File: src/rtl/prbs_checker_err_window.sv
// rtl/prbs_checker_err_window.sv - windowed mismatch counter that flags loss of lock
module prbs_err_window #(
  parameter int WIN    = 64,
  parameter int THRESH = 8
) (
  input  logic clk,
  input  logic r_n,
  input  logic clear,
  input  logic step,
  input  logic mismatch,
  output logic lose
);

  localparam int WB = $clog2(WIN);
  localparam int EB = $clog2(WIN + 1);

  logic [WB-1:0] wbits;
  logic [EB-1:0] werr;
  logic [EB-1:0] werr_sum;

  assign werr_sum = werr + EB'(mismatch);
  // The wrap bit itself still counts toward this window before both counters clear
  assign lose     = step && (werr_sum >= EB'(THRESH));

  always_ff @(posedge clk or negedge r_n) begin
    if (!r_n) begin
      wbits <= '0;
      werr  <= '0;
    end else if (clear) begin
      wbits <= '0;
      werr  <= '0;
    end else if (step) begin
      if (wbits == WB'(WIN - 1)) begin
        wbits <= '0;
        werr  <= '0;
      end else begin
        wbits <= wbits + 1'b1;
        werr  <= werr_sum;
      end
    end
  end

endmodule

File: config.mk
export PLATFORM = sky130hd
export DESIGN_NAME = prbs_err_window
export DESIGN_NICKNAME = d
export VERILOG_FILES = /design/src/rtl/prbs_checker_err_window.sv
export SDC_FILE = /design/constraint.sdc
export NUM_CORES = 1
export LEC_CHECK = 0
export CAP_MARGIN = 10
export CELL_PAD_IN_SITES_DETAIL_PLACEMENT = 1
export CELL_PAD_IN_SITES_GLOBAL_PLACEMENT = 2
export CORE_AREA = 2 2 53 55
export DETAILED_ROUTE_END_ITERATION = 8
export DIE_AREA = 0 0 55 57
export GPL_TIMING_DRIVEN = 0
export HOLD_SLACK_MARGIN = 0.06
export PLACE_DENSITY_LB_ADDON = 0.1
export SKIP_LAST_GASP = 1
export SYNTH_ARGS = -nofsm -noshare
export SYNTH_HDL_FRONTEND = slang
export SYNTH_SLANG_ARGS = --single-unit
File: constraint.sdc
create_clock -name clk -period 1.69 [get_ports clk]
set_clock_uncertainty 0.1 [all_clocks]
set_input_delay 0.338 -clock clk [delete_from_list [all_inputs] [get_ports clk]]
set_output_delay 0.338 -clock clk [all_outputs]
set_load 0.01 [all_outputs]
---- Word level (Yosys, flattened, before mapping) ----
Cells that the tools add are included.
storage, ports and cells
  flip-flop bits (word level) ............. 13
  bits of input ports ..................... 5
  output and inout port bits .............. 1
  logic and storage cells ................. 14
cells by class
  add/subtract/negate cells ............... 2
  order comparisons ....................... 1
  eq/ne operators ......................... 1
  mux-type cells .......................... 6
  reductions and logical operators ........ 2
operators with widths
  operator                                                                             count
  7-bit 2-to-1 mux                                                                     3
  6-bit 2-to-1 mux                                                                     3
  7-bit by 1-bit adder with 7-bit output                                               1
  7-bit by 4-bit greater-or-equal comparator with 1-bit output, second input constant  1
  6-bit by 1-bit adder with 6-bit output, second input constant                        1
  6-bit == test, second input constant                                                 1
  2-bit nonzero test                                                                   1
  1-bit logical AND                                                                    1

---- Longest topological paths before layout ----
Gate-level depths: netlist of run 1.
  word-level depth ........................ 4
  mapped depth ............................ 6
  mapped depth without buffers ............ 6

---- Least setup slack after synthesis of run 1 ----
Ideal clock, no wire load.
  kind .................................... reg2out
  start point ............................. register werr[0]
  end point ............................... output lose
  arrival ................................. 1.386 ns
  data required time ...................... 1.252 ns
  setup slack ............................. -0.134 ns
  cell stages (with the launch flop) ...... 7
  buffers on the path ..................... 0
  cell sequence ........................... dfrtp_1 > ha_1 > ha_1 > or3_1 > nand2_1 > a31oi_1 > o21a_1
between the ends
  cells in the longest elaborated chain, start to end .. 3
RTL lines
  item                                                          RTL line  RTL
  from (decl)                                                   18        logic [EB-1:0] werr;
  from (signal assigned)                                        38        werr <= werr_sum;
  7-bit by 1-bit adder with 7-bit output                        21        assign werr_sum = werr + EB'(mismatch);
  7-bit by 4-bit greater-or-equal comparator with 1-bit output  23        assign lose = step && (werr_sum >= EB'(THRESH));
  1-bit logical AND                                             23
  to (decl)                                                     11        output logic lose
Every way passes these cells.

---- Final worst setup path of run 1 ----
Ends and elaborated chain as after synthesis.

==> results.cfg, run 1 <==
[timing]
final.setup.worst_slack_ns = -0.602
clock.fmax_mhz = 436
rsz0062_at_grt = true
fin_crit_sh_pct = 136
drv_slew = 0
fin_tns_setup_ns = -0.602
finalSetupViolations = 1
fin_crit_ns = 2.29
finalHoldViolCount = 0
tightest_slew_ns = 0.652
slew_headroom_pct = 56.4

[floorplanning]
die_w_um = 55
ios = 6
start_util_pct = 27.7
dieArea_um2 = 3140
coreArea_um2 = 2620
fp-row-count = 19
die_y_um = 57

[power]
clkPwrFrac_pct = 33.6
pwr-share-comb_pct = 12.9
switchingPower_uw = 168
p_sw_share_pct = 27.6
p_leak_uw = 0.000405
p_per_area_nw_per_um2 = 643
ir_drop_mv = 0.516
intPower_uw = 440
pwr-share-seq_pct = 53.5

[clock_tree]
cts.path.max_buffers = 2
cts_hold_buf = 0
cts_num_sinks = 13
clk_pin_slew_worst_paths_ns = 0.09
root_buffer = clkbuf_4
insertion_delay_ns = 0.28
cts_made_buffers = 3
cts_tree = done
htree_levels = 1

[placement]
gp_congestion = 0.669
pre_cts_ws_ns = -1.14
dp_hpwl_um = 1310
portBuffers = 4

[detailed_routing]
firstDrtPassIters = 4
post_drt_wl_per_cell_um = 15.8
drc = 0
via_count = 658
dr.first_iter.drc_count = 4
wl_um = 1920
ant_nets = 0
vias_per_cell = 5.39

[global_routing]
grt_pass1_vias = 686
antenna_found_initial = 0
grt_first_pass_wirelength_um = 3280
grt-ovfl-total = 0
grt_use_total_pct = 14.7
grt_max_degree = 14

[hold_path]
min_path_type = primary input to asynchronous set/reset pin

[run]
drv_cap = 0

[synth]
syn_area_per_cell_um2 = 9.41
seq_area_frac_synth_pct = 44.9
synth_mux_area_share_pct = 1.38
synth-async-reset-ratio_pct = 100
syn_inst = 77
syn_nets = 85
yosysUniqueCellTypes = 29
yosys.area_share.simple_pct = 20.6
synth_compound_area_share_pct = 20.7
synth_xor_area_share_pct = 3.63
ys_seq_elements = 13
syn_area_um2 = 724
synth_top_family_by_area = compound AO/OA/AOI/OAI gates
ys.flop_type = dfrtp_1
synth_edf_count = 0
synth_fa_ha_area_share_pct = 5.18
ys_warn_count = 0

[finish]
antenna_cells = 0
final_common_cell = dfrtp_1
final_net_count = 100
fillers = 309
area_delta_synth_final_pct = 30.4
mostFrequentLayoutCells = dfrtp_1 (13), nand2_1 (7), buf_4 (6)
layout-drive-gt1-share_pct = 25.3

[status]
status = finished, violations left
violations = setup timing

[critical_path]
critPathBufInv = 1
worst-path-max-fanout = 5
cpMaxStageDelayCell = dfrtp_1
cpPeakStageDelay_ns = 0.41
timing.rr.start = wbits[1]$_DFFE_PN0P_
crit_chain = ha_4 > ha_4 > or3_1 > nand2_1 > a31oi_2 > o21a_1 > buf_2
crit_path_end_kind = output port
crit_path_start = werr[0]$_DFFE_PN0P_
cp_top_family = flip-flops
worstSetupPathType = flop to output port
crit_required_ns = 1.25
crit_arrival_ns = 1.85
critPathLaunchType = flop
path_common_cell = ha_4
## area by class of cell
class                      count  area (µm²)  share of cell area, %
sequential                    13         325                   34.4
timing repair buffer          10        78.8                   8.34
buffer                         3        12.5                   1.32
tap                           31        38.8                   4.11
clock buffer                   3        22.5                   2.38
clock inverter                 1        5.00                  0.530
multi-input combinational     57         447                   47.3
inverter                       4        15.0                   1.59
## sequential cells by signal, summed over array words and instances (netlist names)
signal,cells
wbits,6
werr,7
## per-layer routing
metal | track usage [%] | part of all wire [%]
met4 | 4.18 | 2.3
met2 | 23.5 | 47
met5 | 0 | 0
met3 | 5.50 | 3.3
met1 | 18.3 | 47
## cell usage after synthesis (4+ instances only)
master	count	share of area (%)
inv_1	4	2.1
dfrtp_1	13	45
nor2_1	4	2.1
nand3_1	4	2.8
nand2_1	7	3.6
o21ai_0	4	2.8
a31oi_1	4	3.5
## timing repair
action / in CTS / in global routing
resized for setup: 13 / 2
pin swaps: 6 / 3
endpoints found under the setup margin: 6 / 2
setup buffers: 5 / 1
## per-stage QoR
step	hold WS, ns	power [µW]	area [µm²]	std cells	utilization (%)
3_3_place_gp	0.385	394	818	112	31.3
6_report	0.349	608	945	122	36.1
4_1_cts	0.362	617	917	121	35.1
2_1_floorplan	-0.0576	367	739	77	-
3_5_place_dp	0.399	396	818	112	31.3
5_1_grt	0.374	653	945	122	36.1
## logic make-up after synthesis
logic type | after synthesis
simple gates | 28
compound gates | 22
buf+inv | 7
xor+xnor | 3
fa+ha+maj | 3
flops | 13
mux | 1
## power by group through the flow
stage                     Clock (µW)  Combinational [µW]  Sequential, µW
after floorplan                    0                36.0             331
after global placement             0                61.8             333
after detailed placement           0                63.1             333
after CTS                        218                76.3             323
after global routing             237                89.6             326
final                            204                78.2             325
## worst paths after layout
| kind | endpoint | slack, ns | cells past startpoint |
|---|---|---|---|
| max in group asynchronous | werr[4]$_DFFE_PN0P_ | 0.73 | 1 |
| worst max-delay path | lose | -0.60 | 7 |
| worst min-delay path | wbits[3]$_DFFE_PN0P_ | 0.35 | 1 |
| min in group clk | wbits[2]$_DFFE_PN0P_ | 0.42 | 4 |
| worst max register to register | werr[5]$_DFFE_PN0P_ | 0.09 | 4 |
| worst min register to register | werr[0]$_DFFE_PN0P_ | 0.45 | 1 |
Power figures use the tool's default switching activity.
==> inputs of run 2 (changes only) <==
--- a/config.mk
+++ b/config.mk
@@ -8,9 +8,9 @@
 export CAP_MARGIN = 10
 export CELL_PAD_IN_SITES_DETAIL_PLACEMENT = 1
 export CELL_PAD_IN_SITES_GLOBAL_PLACEMENT = 2
-export CORE_AREA = 2 2 53 55
+export CORE_AREA = 4 4 43 73
 export DETAILED_ROUTE_END_ITERATION = 8
-export DIE_AREA = 0 0 55 57
+export DIE_AREA = 0 0 47 77
 export GPL_TIMING_DRIVEN = 0
 export HOLD_SLACK_MARGIN = 0.06
 export PLACE_DENSITY_LB_ADDON = 0.1
==> results.cfg, run 2 (synthesized netlist as in run 1, its figures left out) <==
[status]
status = finished, violations left
violations = setup timing

[detailed_routing]
vias_per_cell = 5.48
ant_nets = 0
dr.first_iter.drc_count = 15
drc = 0
firstDrtPassIters = 4
wl_um = 1940
via_count = 641
post_drt_wl_per_cell_um = 16.6

[critical_path]
timing.rr.start = wbits[1]$_DFFE_PN0P_
crit_required_ns = 1.25
worstSetupPathType = flop to output port
crit_chain = ha_2 > ha_4 > or3_1 > nand2_1 > a31oi_1 > o21a_1 > buf_2
crit_arrival_ns = 1.75
crit_path_end_kind = output port
cp_top_family = flip-flops
cpMaxStageDelayCell = dfrtp_1
crit-reg2reg-capture = werr[5]$_DFFE_PN0P_
critPathBufInv = 1
r2r_cells = 4
critPathLaunchType = flop
rrSetupSlack_ns = 0.06
worst-path-max-fanout = 4
cpPeakStageDelay_ns = 0.38

[global_routing]
grt-ovfl-total = 0
antenna_found_initial = 0
grt_use_total_pct = 12.6
grt_max_degree = 14
grt_first_pass_wirelength_um = 3280
grt_pass1_vias = 713

[timing]
finalSetupViolations = 1
fin_crit_ns = 2.19
fin_tns_setup_ns = -0.503
rsz0062_at_grt = true
holdWs_ns = 0.401
fin_crit_sh_pct = 130
drv_slew = 0
slew_headroom_pct = 56.1
clock.fmax_mhz = 456
final.setup.worst_slack_ns = -0.503
finalHoldViolCount = 0
tightest_slew_ns = 0.656

[clock_tree]
cts_num_sinks = 13
insertion_delay_ns = 0.24
cts_made_buffers = 3
root_buffer = clkbuf_8
cts.path.max_buffers = 2
cts_tree = done
htree_levels = 1
cts_hold_buf = 0
clk_pin_slew_worst_paths_ns = 0.06

[floorplanning]
start_util_pct = 28.7
dieArea_um2 = 3620
coreArea_um2 = 2520
die_w_um = 47
die_y_um = 77
ios = 6
fp-row-count = 24

[placement]
place_inst = 107
portBuffers = 4
pre_cts_ws_ns = -1.21
dp_hpwl_um = 1410
gp_congestion = 0.727

[finish]
final_net_count = 100
top_register = werr
layout-drive-gt1-share_pct = 27.5
multi_input_area_um2 = 450
largest_reg_flops = 7
reg_top3 = werr (7), wbits (6)
finalNonFillerCells = 117
final_common_cell = dfrtp_1
seqCellArea_um2 = 328
antenna_cells = 0
area_delta_synth_final_pct = 32.8
mostFrequentLayoutCells = dfrtp_1 (11), nand2_1 (7), buf_4 (6)
fillers = 306

[power]
p_per_area_nw_per_um2 = 705
ir_drop_mv = 0.268
p_leak_uw = 0.000409
total_power_uw = 678

[run]
drv_cap = 0

[hold_path]
min_path_type = primary input to asynchronous set/reset pin
## run 2: changes by cell type in the layout (fill, tap and decap cells not counted), sizes merged
cell | previous run | this run
clkbuf | 6 | 7
clkinv | 1 | 0
## run 2: worst max-delay path by stage
| stage | from | endpoint | cells after the start |
|---|---|---|---|
| 2_1_floorplan | werr[0]$_DFFE_PN0P_ | lose | 6 |
| 4_1_cts | werr[0]$_DFFE_PN0P_ | lose | 7 |
| 3_3_place_gp | mismatch | lose | 8 |
| 5_1_grt | werr[0]$_DFFE_PN0P_ | lose | 7 |
| 3_5_place_dp | mismatch | lose | 8 |
| 6_report | werr[0]$_DFFE_PN0P_ | lose | 7 |
## run 2: area by class of cell
cell class | instances | area share (%)
plain buffers | 3 | 1.30
clock buffers | 4 | 4.68
inverters | 4 | 1.56
multi-input cells | 57 | 46.8
flip-flops and latches | 13 | 34.1
well taps | 26 | 3.38
repair buffers | 10 | 8.19
## run 2: repair_timing
| action | in CTS | in global routing |
|---|---|---|
| pin swaps | 7 | 2 |
| gates resized for setup | 15 | 4 |
| endpoints found under the setup margin | 6 | 4 |
| setup buffers | 4 | 2 |
## run 2: stage by stage
step	util (%)	cell area [µm²]
4_1_cts	37.1	935
5_1_grt	38.1	962
3_5_place_dp	32.2	812
3_3_place_gp	32.2	812
2_1_floorplan	-	739
6_report	38.1	962
## run 2: worst register-to-register path, cell delays in order, from the launching register on
cell and delay [ns]:
dfrtp_2 0.44, ha_4 0.20, a311o_2 0.40, or3_1 0.36, o21ai_2 0.06
## run 2: where the power goes
group | internal [µW] | switching, µW | leakage, µW
clock network | 166 | 111 | 0.0000228
registers | 319 | 9.38 | 0.000176
logic | 31.9 | 40.2 | 0.000210
## run 2: layer usage
| layer | global-route usage, % | routed length, µm | up-vias |
|---|---|---|---|
| met1 | 14.4 | 799 | 312 |
| met2 | 21.4 | 1050 | 13 |
| met4 | 5.82 | 40 | 0 |
| met3 | 2.11 | 52 | 4 |
| li1 | - | - | 312 |
| met5 | 0 | 0 | - |
==> inputs of run 3 (changes only) <==
--- a/config.mk
+++ b/config.mk
@@ -8,9 +8,9 @@
 export CAP_MARGIN = 10
 export CELL_PAD_IN_SITES_DETAIL_PLACEMENT = 1
 export CELL_PAD_IN_SITES_GLOBAL_PLACEMENT = 2
-export CORE_AREA = 4 4 43 73
+export CORE_AREA = 4 4 50 61
 export DETAILED_ROUTE_END_ITERATION = 8
-export DIE_AREA = 0 0 47 77
+export DIE_AREA = 0 0 54 65
 export GPL_TIMING_DRIVEN = 0
 export HOLD_SLACK_MARGIN = 0.06
 export PLACE_DENSITY_LB_ADDON = 0.1
==> results.cfg, run 3 (synthesized netlist as in run 1, its figures left out) <==
[status]
status = finished, violations left
violations = setup timing

[finish]
final_common_cell = dfrtp_1
fillers = 288
final_cell_area_um2 = 961
mostFrequentLayoutCells = dfrtp_1 (13), buf_4 (11), nand2_1 (7)
antenna_cells = 0
area_delta_synth_final_pct = 32.6
final_net_count = 105
layout-drive-gt1-share_pct = 27.1
largest_reg_flops = 7
top_register = werr
reg_top3 = werr (7), wbits (6)
multi_input_area_um2 = 424
seqCellArea_um2 = 325

[detailed_routing]
vias_per_cell = 5.16
firstDrtPassIters = 4
wl_um = 1940
via_count = 665
dr.first_iter.drc_count = 12
ant_nets = 0
post_drt_wl_per_cell_um = 15.0
drc = 0

[floorplanning]
die_w_um = 54
dieArea_um2 = 3510
ios = 6
die_y_um = 65
coreArea_um2 = 2480
start_util_pct = 29.2
fp-row-count = 20

[run]
drv_cap = 0

[timing]
drv_slew = 0
clock.fmax_mhz = 444
fin_crit_ns = 2.25
holdWs_ns = 0.342
fin_crit_sh_pct = 133
slew_headroom_pct = 57.7
finalSetupViolations = 1
tightest_slew_ns = 0.632
rsz0062_at_grt = true
final.setup.worst_slack_ns = -0.560
finalHoldViolCount = 0

[critical_path]
cpPeakStageDelay_ns = 0.39
cpMaxStageDelayCell = dfrtp_1
crit_chain = ha_2 > ha_4 > or3_1 > nand2_1 > a31oi_1 > o21a_1 > buf_2
crit_path_end_kind = output port
critPathBufInv = 1
worstSetupPathType = flop to output port
cp_top_family = flip-flops
crit_arrival_ns = 1.81
worst-path-max-fanout = 4
crit_required_ns = 1.25
critPathLaunchType = flop

[clock_tree]
cts_num_sinks = 13
cts.path.max_buffers = 2
insertion_delay_ns = 0.28
cts_made_buffers = 3
htree_levels = 1
clk_pin_slew_worst_paths_ns = 0.09
root_buffer = clkbuf_4
cts_tree = done

[placement]
portBuffers = 4
dp_hpwl_um = 1270
placed_area_um2 = 821
gp_congestion = 0.735

[global_routing]
grt_use_total_pct = 13.5
grt-ovfl-total = 0
grt_pass1_vias = 728
grt_max_degree = 14
antenna_found_initial = 0
grt_first_pass_wirelength_um = 3460

[power]
p_per_area_nw_per_um2 = 631
p_leak_uw = 0.000409
ir_drop_mv = 0.371

[hold_path]
min_path_type = primary input to asynchronous set/reset pin
==> run 3: worst paths after layout <==
| kind | slack (ns) | end | startpoint | cells after the start |
|---|---|---|---|---|
| worst max-delay path | -0.56 | lose | werr[0]$_DFFE_PN0P_ | 7 |
| worst min-delay path | 0.34 | wbits[1]$_DFFE_PN0P_ | r_n | 1 |
| worst max register to register | 0.03 | werr[6]$_DFFE_PN0P_ | werr[0]$_DFFE_PN0P_ | 7 |
| worst min register to register | 0.41 | werr[0]$_DFFE_PN0P_ | werr[0]$_DFFE_PN0P_ | 1 |
| max in group asynchronous | 0.74 | werr[0]$_DFFE_PN0P_ | r_n | 1 |
| min in group clk | 0.41 | werr[0]$_DFFE_PN0P_ | werr[0]$_DFFE_PN0P_ | 1 |
==> run 3: stage by stage <==
stage	TNS (ns)	utilization [%]	setup WS [ns]	std cells	power [µW]
CTS	-0.586	36.3	-0.586	123	602
global route	-0.717	38.8	-0.667	129	647
floorplan	-0.0937	-	-0.0937	77	367
global placement	-3.02	33.1	-1.11	114	395
finish	-0.560	38.8	-0.560	129	606
detailed placement	-3.00	33.1	-1.12	114	395
==> run 3: layer usage <==
metal  GRT usage [%]  wire length (µm)  up-vias
met4            6.23                32        0
met1            16.0               856      333
met5               0                 0        -
met2            22.6              1020        5
li1                -                 -      323
met3            2.76                32        4
==> run 3: power by group <==
part | internal (µW) | leakage [µW] | switching, µW
registers | 318 | 0.000179 | 7.05
logic | 36.9 | 0.000215 | 43.9
clock network | 91.6 | 0.0000150 | 109
total | 446 | 0.000409 | 160
==> run 3: repair_timing <==
action                                  CTS  global route
pin swaps                                 6             4
resized for setup                        10             2
hold buffers                              0             0
endpoints found under the setup margin    4             4
buffers inserted                          5             6
==> run 3: cell type report <==
type | count | share of cell area, %
plain buffers | 3 | 1.30
flip-flops and latches | 13 | 33.9
inverters | 4 | 1.56
clock buffers | 4 | 2.73
repair buffers | 15 | 12.1
well taps | 33 | 4.30
multi-input cells | 57 | 44.1
==> variant 1, RTL diff (flow settings as in run 3) <==
Change the parameter `WIN` from 64 to 32.
--- a/src/rtl/prbs_checker_err_window.sv
+++ b/src/rtl/prbs_checker_err_window.sv
@@ -1,6 +1,6 @@
 // rtl/prbs_checker_err_window.sv - windowed mismatch counter that flags loss of lock
 module prbs_err_window #(
-  parameter int WIN    = 64,
+  parameter int WIN    = 32,
   parameter int THRESH = 8
 ) (
   input  logic clk,
Function: same outputs for any inputs over 10 cycles, from zero or initial values; that may be too few to reach the edited logic, so the function may still have changed.
==> variant 1 against run 3 <==
The flow still finishes with violations (setup timing); hold slack got worse by 0.077 ns; area after synthesis shrank 16%; wire length is 18% lower; count of clock-buffer cells in the layout stayed put; combinational power fell by 4.3%; setup slack gained 0.18 ns; non-clock buffer count decreased by 2; synthesized cell count shrank 22%; final area is 4.3% lower; total power down 9.4%; first-iteration DRC count down 42%; global-route usage fell by 2.1 points; sequential cell count shrank 2; largest power group unchanged.
==> variant 1: results (changes against run 3) <==
metric	value	unit	change
p_seq_frac	0.503		was 0.536
violations	setup timing		unchanged
status	finished with violations		unchanged
grt_max_degree	12		was 14
drive_gt1_frac	0.392		was 0.271
dpl_cell_area	733	µm²	was 821 µm²
powerDensity	597	nW/µm²	was 631 nW/µm²
place.gp.congestion	0.666		was 0.735
grt_pass1_wl	2870	µm	was 3460 µm
synthTopCellsByArea	dfrtp_1 (45%), ha_1 (8.2%), nand3_1 (4.9%), a22o_1 (4.3%), a21o_1 (3.7%)		was dfrtp_1 (45%), ha_1 (5.2%), nand2_1 (3.6%), xor2_1 (3.6%), a31oi_1 (3.5%)
r2r_slack	-0.23	ns	was 0.03 ns
pg_comb	77.4	µW	was 80.9 µW
r2r_start	wbits[0]$_DFFE_PN0P_		was werr[0]$_DFFE_PN0P_
synth_fa_ha_area_frac	0.0820		was 0.0518
synth_mux_area_frac	0.0164		was 0.0138
setup_viol	5		was 1
cp.arrival	1.63	ns	was 1.81 ns
drt-met1-wl	684	µm	was 856 µm
slew_headroom	0.593		was 0.577
placed_cells	97		was 114
pre_cts_ws	-0.922	ns	was -1.12 ns
p_leak	0.398	nW	was 0.409 nW
ir_drop	0.448	mV	was 0.371 mV
post-dp-hpwl	1070	µm	was 1270 µm
r2r_end	werr[5]$_DFFE_PN0P_		was werr[6]$_DFFE_PN0P_
fin_nets	89		was 105
synth_xor_area_frac	0.0143		was 0.0363
top_regs	werr x6, wbits x5		was werr x7, wbits x6
hp-class	in2reg		was in2async
tns	-0.738	ns	was -0.560 ns
synth_area	611	µm²	was 724 µm²
dr.pass1.iters	3		was 4
syn_avg_cell_area	10.2	µm²	was 9.41 µm²
routed-wl-met2	851	µm	was 1020 µm
worst_slack	-0.377	ns	was -0.560 ns
met2_usage	0.189		was 0.226
first_global_vias	611		was 728
yosysSeqAreaShare	0.451		was 0.449
synth-seq-cells	11		was 13
multi_input_area	427	µm²	was 424 µm²
grtUsageMet3	0.0207		was 0.0276
yosys.cell_types.count	26		was 29
grt_use_total	0.114		was 0.135
num_vias	549		was 665
cp_max_fo	3		was 4
clock_area_frac	0.0286		was 0.0273
syn_nets	69		was 85
inv_count	1		was 4
final.fill_count	281		was 288
buffers	16		was 18
wl	1590	µm	was 1940 µm
rr_worst_depth	6		was 7
sh_seq_area	0.299		was 0.339
postCtsSetupRepairBufs	8		was 5
## variant 1: changes by cell type after synthesis, moves of 3 or more
| cell | before | now |
|---|---|---|
| a22o_1 | 0 | 3 |
| a31oi_1 | 4 | 1 |
| o22ai_1 | 3 | 0 |
| clkbuf_1 | 3 | 0 |
| inv_1 | 4 | 1 |
## variant 1: how the worst min path moves through the flow
stage / startpoint / endpoint / slack [ns]
global placement: wbits[3]$_DFFE_PN0P_ / wbits[3]$_DFFE_PN0P_ / 0.39
detailed placement: wbits[3]$_DFFE_PN0P_ / wbits[3]$_DFFE_PN0P_ / 0.40
finish: step / wbits[4]$_DFFE_PN0P_ / 0.26
global route: step / wbits[4]$_DFFE_PN0P_ / 0.29
floorplan: r_n / wbits[0]$_DFFE_PN0P_ / -0.06
CTS: step / wbits[4]$_DFFE_PN0P_ / 0.26
## variant 1: critical path: stages, from the launching register on
cell     delay (ns)
dfrtp_1        0.41
ha_4           0.18
ha_4           0.16
or3_1          0.30
nand2_1        0.08
a31oi_2        0.07
buf_2          0.15
